--- config.mk ---
export PLATFORM = sky130hd
export DESIGN_NAME = bias_cfg_writer
export DESIGN_NICKNAME = d
export VERILOG_FILES = /design/src/rtl/dnn_cfg_pkg.sv /design/src/rtl/cfg_hdr_decode.sv /design/src/rtl/bias_cfg_writer.sv
export SDC_FILE = /design/constraint.sdc
export NUM_CORES = 1
export LEC_CHECK = 0
export ABC_AREA = 1
export CAP_MARGIN = 20
export CORE_UTILIZATION = 44
export DETAILED_ROUTE_END_ITERATION = 10
export PLACE_DENSITY = 0.84
export SETUP_SLACK_MARGIN = 0.15
export SLEW_MARGIN = 40
export SYNTH_ARGS = -nofsm -noshare
export SYNTH_HDL_FRONTEND = slang
export SYNTH_SLANG_ARGS = --single-unit
--- constraint.sdc ---
create_clock -name clk -period 1.9 [get_ports clk]
set_input_delay 0.285 -clock clk [delete_from_list [all_inputs] [get_ports clk]]
set_output_delay 0.285 -clock clk [all_outputs]
set_load 0.02 [all_outputs]
--- src/rtl/dnn_cfg_pkg.sv ---
// Shared definitions for the per-layer configuration stream writers (bias, weights).
package dnn_cfg_pkg;

  localparam int unsigned CFG_WORD_W = 32;
  localparam int unsigned OP_W       = 8;
  localparam int unsigned LAYER_W    = 8;
  localparam int unsigned NEURON_W   = 16;

  // Header word field positions
  localparam int unsigned HDR_OP_MSB     = 31;
  localparam int unsigned HDR_OP_LSB     = 24;
  localparam int unsigned HDR_LAYER_MSB  = 23;
  localparam int unsigned HDR_LAYER_LSB  = 16;
  localparam int unsigned HDR_NEURON_MSB = 15;
  localparam int unsigned HDR_NEURON_LSB = 0;

  localparam logic [OP_W-1:0]     OP_BIAS_WR   = 8'hB1;
  localparam logic [OP_W-1:0]     OP_BIAS_CLR  = 8'hB0;
  localparam logic [NEURON_W-1:0] NEURON_BCAST = 16'hFFFF;

  // Packet parser states
  typedef enum logic [1:0] {
    S_HDR  = 2'd0,
    S_DATA = 2'd1,
    S_SKIP = 2'd2
  } cfg_state_e;

endpackage

--- src/rtl/cfg_hdr_decode.sv ---
// Combinational header decoder: opcode classification and layer/neuron match.
module cfg_hdr_decode
  import dnn_cfg_pkg::*;
#(
  parameter int unsigned LAYER_NO  = 1,
  parameter int unsigned NEURON_NO = 5
) (
  input  logic [CFG_WORD_W-1:0] i_hdr,
  output logic                  o_is_wr_c,
  output logic                  o_is_clr_c,
  output logic                  o_match_c,
  output logic                  o_bad_op_c
);

  logic [OP_W-1:0]     w_op;
  logic [LAYER_W-1:0]  w_layer;
  logic [NEURON_W-1:0] w_neuron;

  assign w_op     = i_hdr[HDR_OP_MSB:HDR_OP_LSB];
  assign w_layer  = i_hdr[HDR_LAYER_MSB:HDR_LAYER_LSB];
  assign w_neuron = i_hdr[HDR_NEURON_MSB:HDR_NEURON_LSB];

  // Opcode classification and address match, broadcast neuron included
  always_comb begin
    o_is_wr_c  = (w_op == OP_BIAS_WR);
    o_is_clr_c = (w_op == OP_BIAS_CLR);
    o_bad_op_c = !(o_is_wr_c || o_is_clr_c);
    o_match_c  = (w_layer == LAYER_W'(LAYER_NO)) &&
                 ((w_neuron == NEURON_W'(NEURON_NO)) || (w_neuron == NEURON_BCAST));
  end

endmodule

--- src/rtl/bias_cfg_writer.sv ---
// Captures one neuron's bias from the shared header+value configuration stream.
module bias_cfg_writer
  import dnn_cfg_pkg::*;
#(
  parameter int unsigned neuronNo   = 5,
  parameter int unsigned layerNo    = 1,
  parameter int unsigned dataWidth  = 32,
  parameter logic [31:0] resetValue = 32'd0
) (
  input  logic                 clk,
  input  logic                 rst,
  input  logic                 cfg_valid,
  input  logic [31:0]          cfg_data,
  input  logic                 cfg_last,
  output logic                 cfg_ready,
  output logic [dataWidth-1:0] b,
  output logic                 b_valid,
  output logic                 cfg_err,
  output logic                 busy
);

  cfg_state_e           r_state;
  logic                 r_ready;
  logic [dataWidth-1:0] r_b;
  logic                 r_b_valid;
  logic                 r_err;
  logic                 r_busy;

  logic w_xfer;
  logic w_is_wr;
  logic w_is_clr;
  logic w_match;
  logic w_bad_op;

  assign w_xfer = cfg_valid && r_ready;

  cfg_hdr_decode #(
    .LAYER_NO  (layerNo),
    .NEURON_NO (neuronNo)
  ) u_hdr_decode (
    .i_hdr      (cfg_data),
    .o_is_wr_c  (w_is_wr),
    .o_is_clr_c (w_is_clr),
    .o_match_c  (w_match),
    .o_bad_op_c (w_bad_op)
  );

  // Packet parser; every output is a register updated alongside the state
  always_ff @(posedge clk) begin
    if (rst) begin
      r_state   <= S_HDR;
      r_ready   <= 1'b0;
      r_b       <= dataWidth'(resetValue);
      r_b_valid <= 1'b0;
      r_err     <= 1'b0;
      r_busy    <= 1'b0;
    end else begin
      r_ready <= 1'b1;
      r_err   <= 1'b0;
      if (w_xfer) begin
        case (r_state)
          S_HDR: begin
            if (w_is_wr) begin
              // A write header flagged last has no value word to follow
              if (cfg_last) begin
                r_err <= 1'b1;
              end else begin
                r_state <= w_match ? S_DATA : S_SKIP;
                r_busy  <= 1'b1;
              end
            end else if (w_is_clr) begin
              if (w_match) begin
                r_b       <= dataWidth'(resetValue);
                r_b_valid <= 1'b0;
              end
            end else if (w_bad_op) begin
              r_err <= 1'b1;
            end
          end
          S_DATA: begin
            r_b       <= cfg_data[dataWidth-1:0];
            r_b_valid <= 1'b1;
            r_err     <= !cfg_last;
            r_state   <= S_HDR;
            r_busy    <= 1'b0;
          end
          S_SKIP: begin
            r_err   <= !cfg_last;
            r_state <= S_HDR;
            r_busy  <= 1'b0;
          end
          default: begin
            r_state <= S_HDR;
            r_busy  <= 1'b0;
          end
        endcase
      end
    end
  end

  assign cfg_ready = r_ready;
  assign b         = r_b;
  assign b_valid   = r_b_valid;
  assign cfg_err   = r_err;
  assign busy      = r_busy;

endmodule

==> metrics.md <==
| Metric | Value |
|---|---|
| Status | completed |
| DR WL/cell | 13.3 µm |
| Mean Syn Cell Area | 6.30 µm² |
| DRT iter0 DRCs | 175 |
| Grt ovf | 0 |
| R2R Setup Slk | 0.30 ns |
| Clock skew | 0.00469 ns |
| Required time worst endpoint | 2.10 ns |
| Endpoints failing hold | 0 |
| Clock Pin Slew Worst Setup and Hold Paths | 0.08 ns |
| Post-Syn Area | 1970 µm² |
| Slowest CP cell | clkdlybuf4s50_1 |
| Final Instance Area | 3090 µm² |
| Worst slew pin tran | 0.446 ns |
| Pwr dens | 508 nW/µm² |
| Synth warn | 0 |
| I/O pin count | 72 |
| Min Tclk post-route | 1.78 ns |
| Total CTS buffers | 5 |
| Antenna violations before repair | 0 |
| RePlAce Congestion | 0.772 |
| Area Growth Syn to Fin | 57.4% |
| Post-synthesis cell count | 312 |
| Post-Route WL | 5.87 mm |
| Starting Density | 0.474 |
| Hold-critical path depth | 5 |
| Syn Nets | 351 |
| Cell family with most CP delay | simple AND/OR/NAND/NOR gates |
| DPL Wire Length | 3.71 mm |
| HP Class | input pin to flip-flop |
| Distinct cells, synth | 22 |
| Max_cap viols | 0 |
| Worst Hold End | b[29] |
| Power, Total | 1.57 mW |
| Fmax achieved | 562 MHz |
| Vias per Instance | 5.05 |
| DRC | 0 |
| Placed Area | 2800 µm² |
| Synth top area share | 0.387 |
| Max-slew violation count | 0 |
| Final setup fails | 0 |
| Cells on worst reg2reg path | 8 |
| Seq/Total Area, Yosys | 0.387 |
| Min-delay src | cfg_data[29] |
| Synth top area cells | dfxtp_1, nand2_1, nor2_1, a21oi_1, nand3_1 |
| Core area | 4140 µm² |
| Routed Antenna Nets | 0 |
| Layout Nets | 428 |
| Vias | 2224 |
| H-tree depth | 2 |
| R2r endpoint | b[5] |
| Die W | 68.8 µm |
| Unrepaired setup endpoints after global routing | no |
| Clock latency reported for the late side of the worst-skew pair | 0.30 ns |
| Maximum ir drop on the vdd rail | 0.000321 V |
| CTS tree | yes |
| 1st-pass router iterations | 4 |
| Max-slew headroom | 0.702 |
| CP startpoint kind | input pin |
| Setup TNS | 0 ns |
| Largest net degree at the start of global routing | 32 |
| Row Count | 23 |
| Worst-path cell chain | clkdlybuf4s50_1 -> nor2_1 -> nand2_1 -> nor2_1 -> nand2_1 -> nand2_2 -> nand4_4 -> nand2_8 -> buf_12 -> nand3b_1 -> nand2_1 -> nor2_1 |
| #FFs+latches synth | 38 |
| Static Leakage | 1.48 nW |
| CP startpoint | cfg_data[5] |
| First-pass GRT wire length | 8.09 mm |
| Reg-to-Reg Start | r_state[0] |
| # diodes | 0 |
| DIE HEIGHT | 68.8 µm |
| Die area | 4740 µm² |
| Sink Count | 38 |
| Root Driver | clkbuf_8 |
| CP endpoint kind | flip-flop |
| Slowest stage delay, CP | 0.46 ns |
| Hold WS | 0.350 ns |
| Share of layout cells above drive strength 1 | 0.0846 |
| Clock buffer depth | 2 |
| Total GRT Usage | 0.232 |
| Vias in the first global route | 1858 |
| Fin crit share | 0.936 |
| WS Path Type | input pin to flip-flop |
| Finished Core Util | 0.746 |
| Worst EP arrival | 1.98 ns |
| Port Buf Inserts | 71 |
| Area leader, netlist | dfxtp_1 |
| Buf+Inv Stages, Crit Path | 2 |
| CP Max Fanout | 5 |
[cell usage after synthesis]
| cell | number |
|---|---|
| nand4_2 | 1 |
| dfxtp_1 | 38 |
| nor4_1 | 1 |
| nand2_1 | 97 |
| nor2_1 | 56 |
| buf_4 | 3 |
| clkbuf_1 | 9 |
| buf_1 | 3 |
| nand3_1 | 26 |
| ha_1 | 3 |
| buf_6 | 1 |
| buf_2 | 3 |
| nor2_2 | 1 |
| clkinv_1 | 1 |
| o21a_1 | 1 |
| a21oi_1 | 29 |
| inv_1 | 28 |
| nand2_4 | 2 |
| nor3_2 | 1 |
| o21ai_0 | 2 |
| nand3b_1 | 2 |
| nand4_1 | 4 |
[per-layer routing]
layer  wire, µm  share of wire  vias up  GRT usage
met1       2440           0.42      993      0.287
met3        388          0.066       12     0.0477
li1           -              -     1124          -
met5          0              0        -          0
met2       2940           0.50       95      0.381
met4        108          0.018        0      0.110
[flip-flops by register name (all words and copies together), names as in the netlist]
name / cells
busy: 1
cfg_err: 1
b_valid: 1
b: 32
r_state: 2
cfg_ready: 1
[cells in the final DEF, fill, tap and decap left out, drive strengths merged]
| master | n |
|---|---|
| nand2 | 100 |
| nor2 | 57 |
| clkdlybuf4s50 | 53 |
| dfxtp | 38 |
| a21oi | 29 |
| inv | 28 |
| nand3 | 26 |
| dlymetal6s2s | 18 |
| buf | 13 |
| clkbuf | 11 |
| nand4 | 5 |
| ha | 3 |
| nand3b | 2 |
| o21ai | 2 |
| clkinv | 2 |
| nor3 | 1 |
| nor4 | 1 |
| o21a | 1 |
[per-stage QoR]
step	worst slack, ns	cells
2_1_floorplan	0.506	312
3_3_place_gp	-0.0490	426
3_5_place_dp	-0.0905	426
4_1_cts	0.222	434
5_1_grt	0.108	440
6_report	0.121	440
[worst register-to-register path: stages, from the launching register on]
cell and delay [ns]:
dfxtp_1 0.34, inv_1 0.09, ha_1 0.28, inv_1 0.11, nand2_2 0.16, nand2_8 0.12, clkbuf_16 0.19, a21oi_1 0.16
nor2_1 0.07
[repair_timing]
action	in CTS	in global routing
hold buffers	0	0
gates resized for setup	0	25
buffers inserted	0	1
setup endpoints to repair	0	32
[layout make-up]
type | count | area (µm²)
inverters | 29 | 109
multi-input cells | 227 | 1050
flip-flops and latches | 38 | 761
well taps | 50 | 62.6
clock inverters | 1 | 5.00
clock buffers | 7 | 86.3
fillers | 324 | 1050
repair buffers | 88 | 1020
[power by group]
part | internal, mW | total, mW | leakage [nW] | switching, mW
Clock | 0.293 | 0.593 | 0.0482 | 0.300
Combinational | 0.0919 | 0.179 | 1.12 | 0.0874
Sequential | 0.798 | 0.799 | 0.306 | 0.000981
Total | 1.18 | 1.57 | 1.48 | 0.388
[cells by family (layout without fill, tap and decap cells)]
kind of cell / after synthesis / after routing / share of synthesized area
AOI/OAI and AO/OA: 32 / 32 / 0.0828
and+or+nand+nor: 191 / 192 / 0.408
adders and majority gates: 3 / 3 / 0.0191
DFF: 38 / 38 / 0.387
buffers and inverters: 48 / 125 / 0.103
[how the worst max path moves through the flow]
stage | to | slack, ns | depth (start not counted)
floorplan | b[27] | 0.51 | 7
global placement | b_valid | -0.05 | 13
detailed placement | b[6] | -0.09 | 13
CTS | b[6] | 0.22 | 13
global route | b_valid | 0.11 | 12
finish | b_valid | 0.12 | 12
No activity file was read; power rests on OpenSTA's default activity.
